===== src/rtl/rr_mux_arb.sv =====
// M-input registered multiplexer with valid/ready handshakes on every port and
// a built-in arbiter (round-robin, fixed priority, forced select).
module rr_mux_arb #(
    parameter int unsigned N     = 32,
    parameter int unsigned M     = 4,
    parameter int unsigned SEL_W = 2
) (
    input  logic                 clk,
    input  logic                 rstb,
    input  logic [1:0]           mode,
    input  logic [SEL_W-1:0]     sel,
    input  logic [M*N-1:0]       in_data,
    input  logic [M-1:0]         in_valid,
    output logic [M-1:0]         in_ready,
    output logic [N-1:0]         out_data,
    output logic [SEL_W-1:0]     out_sel,
    output logic                 out_valid,
    input  logic                 out_ready
);

    localparam logic [1:0]       MODE_RR    = 2'd0;
    localparam logic [1:0]       MODE_FIX   = 2'd1;
    localparam logic [1:0]       MODE_FORCE = 2'd2;
    localparam logic [SEL_W-1:0] LAST_IDX   = SEL_W'(M - 1);

    logic [SEL_W-1:0] ptr;
    logic [M-1:0]     grant;
    logic [SEL_W-1:0] gidx;
    logic             gnt_any;
    logic             load_ok;
    logic             xfer;
    logic [N-1:0]     sel_data;

    // Grant selection; round-robin scans ptr..M-1 first, then 0..ptr-1.
    always_comb begin
        gidx    = '0;
        gnt_any = 1'b0;
        case (mode)
            MODE_RR: begin
                for (int unsigned j = 0; j < M; j++) begin
                    if (!gnt_any && j >= 32'(ptr) && in_valid[j]) begin
                        gnt_any = 1'b1;
                        gidx    = SEL_W'(j);
                    end
                end
                for (int unsigned j = 0; j < M; j++) begin
                    if (!gnt_any && j < 32'(ptr) && in_valid[j]) begin
                        gnt_any = 1'b1;
                        gidx    = SEL_W'(j);
                    end
                end
            end
            MODE_FIX: begin
                for (int unsigned j = 0; j < M; j++) begin
                    if (!gnt_any && in_valid[j]) begin
                        gnt_any = 1'b1;
                        gidx    = SEL_W'(j);
                    end
                end
            end
            MODE_FORCE: begin
                for (int unsigned j = 0; j < M; j++) begin
                    if (!gnt_any && SEL_W'(j) == sel && in_valid[j]) begin
                        gnt_any = 1'b1;
                        gidx    = SEL_W'(j);
                    end
                end
            end
            default: ;
        endcase
    end

    // One-hot grant vector and the matching data word.
    always_comb begin
        grant    = '0;
        sel_data = '0;
        for (int unsigned j = 0; j < M; j++) begin
            if (gnt_any && gidx == SEL_W'(j)) begin
                grant[j] = 1'b1;
                sel_data = in_data[j*N +: N];
            end
        end
    end

    assign load_ok  = !out_valid || out_ready;
    assign xfer     = gnt_any && load_ok;
    assign in_ready = grant & {M{load_ok && rstb}};

    // Output register and round-robin pointer.
    always_ff @(posedge clk or negedge rstb) begin
        if (!rstb) begin
            out_valid <= 1'b0;
            out_data  <= '0;
            out_sel   <= '0;
            ptr       <= '0;
        end else if (xfer) begin
            out_valid <= 1'b1;
            out_data  <= sel_data;
            out_sel   <= gidx;
            if (mode == MODE_RR) begin
                ptr <= (gidx == LAST_IDX) ? '0 : gidx + SEL_W'(1);
            end
        end else if (out_ready) begin
            out_valid <= 1'b0;
        end
    end

endmodule


===== config.mk =====
export PLATFORM = sky130hd
export DESIGN_NAME = rr_mux_arb
export DESIGN_NICKNAME = d
export VERILOG_FILES = /design/src/rtl/rr_mux_arb.sv
export SDC_FILE = /design/constraint.sdc
export NUM_CORES = 1
export LEC_CHECK = 0
export ABC_AREA = 1
export BUFFER_PORTS_ARGS = -buffer_cell sky130_fd_sc_hd__buf_2
export CAP_MARGIN = 30
export CORE_UTILIZATION = 50
export CTS_CLUSTER_SIZE = 14
export DETAILED_ROUTE_END_ITERATION = 16
export PLACE_DENSITY = 0.86
export SLEW_MARGIN = 20
export SYNTH_ARGS = -nofsm -noshare
export SYNTH_HDL_FRONTEND = slang
export SYNTH_SLANG_ARGS = --single-unit

===== constraint.sdc =====
create_clock -name clk -period 3.5 [get_ports clk]
set_input_delay 0.7 -clock clk [delete_from_list [all_inputs] [get_ports clk]]
set_output_delay 0.7 -clock clk [all_outputs]
set_load 0.02 [all_outputs]

==> impl_metrics.ini <==
[clock_tree]
htreeDepth = 2
cts_buffers = 5
cts_resized = 0
cts_buffer_depth = 2
insertion_delay_ps = 280
cts_sinks = 37
path_clk_slew_ps = 70
post_cts_buffers = 0
hold_buffers = 0
cts_root_buf = clkbuf_8
cts_tree = built

[setup_path]
start_kind = input pin
endpoint_kind = output pin
crit_top_cell = nand2_1
crit_required_ps = 2800
cp_data_arrival_time_ps = 2320
worstPathMaxFanout = 33
ff2ff_path_depth = 20
critical_path_class = input pin to output pin
crit_chain = buf_2 > nand2_1 > nand2_1 > inv_1 > nand4_1 > nor2_1 > nand2_1 > nand2_1 > nand2_1 > nand2_1 > ha_1 > nand2_8 > nor2_1 > buf_2
critPathSlowestCell = ha_1
critPathMaxStageDelay_ps = 300

[synthesis]
synth-seq-area-share_pct = 25.47
yosys.area.top_type = nand2_1
synth_top_area_share_pct = 26.85
syn_inst = 644
ys_ff_latch = 37
syn_avg_cell_area_um2 = 5.644
synthDistinctLibCells = 23
synth.cell_area_mm2 = 0.003635
synth_area_leaders = nand2_1, dfrtp_1, nand3_1, inv_1, buf_6
synth_nets = 787
ys_warn_count = 0

[grt]
grt_usage_pct = 26.44
grt_max_degree = 72
first_global_vias = 3740
overflow = 0
antenna_found_initial = 0
grt_pass1_wl_mm = 16.15

[floorplanning]
io_pins = 178
row_count = 30
die_h_um = 87.26
core_area_mm2 = 0.006907
die_x_um = 87.26
die_area_mm2 = 0.007614
start_util_pct = 52.63

[pwr]
p_leak_nw = 3.103
ir_drop_v = 0.0001830
finalPower_w = 0.001758
power.density_mw_per_mm2 = 392.4

[run]
cap_violations = 0

[hold_path]
hold_path.class = flop to flop
min_path_cells = 2

[final_layout]
n_antenna_cell = 0
final_common_cell = nand2_1
area_growth_pct = 23.24
drive_above_1_share_pct = 26.10
mostFrequentLayoutCells = nand2_1, buf_2, nand3_1
final_nets = 936
fillers = 705

[route]
vias_per_cell = 4.838
wirelength_mm = 10.10
drt_iter0_markers = 161
ant_nets = 0
drtPass1Iterations = 5
drc_errors = 0
wl_per_cell_um = 11.36
vias = 4301

[sta]
max_slew_margin_pct = 56.57
tns_ps = 0
drv_slew = 0
finClkSkew_ps = 5.259
final_hold_viol_count = 0
max_freq_mhz = 331.6
setup_viol = 0
fin_crit_ps = 3015
worstMarginPinSlew_ps = 651.5
rsz0062_at_grt = false
min_period_over_period_pct = 86.16

[place]
portBuffers = 177
place_congestion = 0.9281
hpwl_mm = 7.344

[outcome]
run_status = completed
[worst paths after layout]
path,slack (ps),from,to
max in group asynchronous,2630,rstb,out_data[6]
min reg2reg,470,out_data[13],out_data[13]
min in group asynchronous,520,rstb,out_data[20]
max,480,in_valid[1],in_ready[3]
min,470,out_data[13],out_data[13]
max reg2reg,940,ptr[1],out_data[12]
[flip-flops by register name, summed over array words and instances, names as in the netlist]
signal and cells:
ptr 2, out_sel 2, out_valid 1, out_data 32
[per-stage QoR]
step / hold WS, ps / instance area (um2) / std cells / setup WS, ps / util, %
2_1_floorplan: 404.4 / 3635 / 644 / 465.9 / -
3_3_place_gp: 457.3 / 4393 / 882 / 583.2 / 63.61
3_5_place_dp: 459.2 / 4393 / 882 / 494.5 / 63.61
4_1_cts: 478.5 / 4479 / 889 / 490.6 / 64.86
5_1_grt: 494.7 / 4479 / 889 / 277.5 / 64.86
6_report: 473.4 / 4479 / 889 / 484.5 / 64.86
[per-layer routing]
| metal | global-route usage [%] | share of wire [%] | up-vias |
|---|---|---|---|
| met1 | 33.04 | 43 | 1877 |
| met5 | 0 | 0 | - |
| li1 | - | - | 2232 |
| met4 | 8.048 | 1.5 | 0 |
| met3 | 3.033 | 6.3 | 16 |
| met2 | 47.51 | 49 | 176 |
[critical path, delay by kind of cell]
kind	cells	cell delay (ps)
adders and majority gates	1	300
buffers and inverters	3	360
and+or+nand+nor	10	910
[Yosys cell counts]
library cell,n
nand2_1,260
inv_2,9
nand3_1,101
buf_6,17
buf_4,2
buf_2,5
clkbuf_1,14
a21oi_1,33
buf_12,1
nor2_2,2
inv_1,92
o211ai_1,1
a32oi_1,1
buf_1,4
ha_1,4
o21ai_0,4
nand2_4,1
nand2_8,2
nor2_1,42
clkinv_1,10
nand4_1,1
dfrtp_1,37
nand4_2,1
[cell type report]
class	count	area [um2]	share of cell area [%]
tap	96	120.1	2.682
timing repair buffer	185	945.9	21.12
clock buffer	7	86.33	1.927
multi-input combinational	453	1984	44.30
inverter	111	416.7	9.302
sequential	37	925.9	20.67
[logic make-up (layout without fill, tap and decap cells)]
group | after synthesis | in the layout | synth area share, %
buf+inv | 154 | 303 | 20.24
fa+ha+maj | 4 | 4 | 1.377
compound gates | 39 | 39 | 5.542
simple gates | 410 | 410 | 47.37
flops | 37 | 37 | 25.47
[where the power goes]
part | internal, W | switching, W | leakage [nW] | total, W
sequential | 0.000534 | 0.0000595 | 0.485 | 0.000593
clock | 0.000156 | 0.000143 | 0.0443 | 0.000299
combinational | 0.000294 | 0.000572 | 2.57 | 0.000865
total | 0.000984 | 0.000774 | 3.10 | 0.00176
Note: power is estimated with default switching activity, not from simulation.
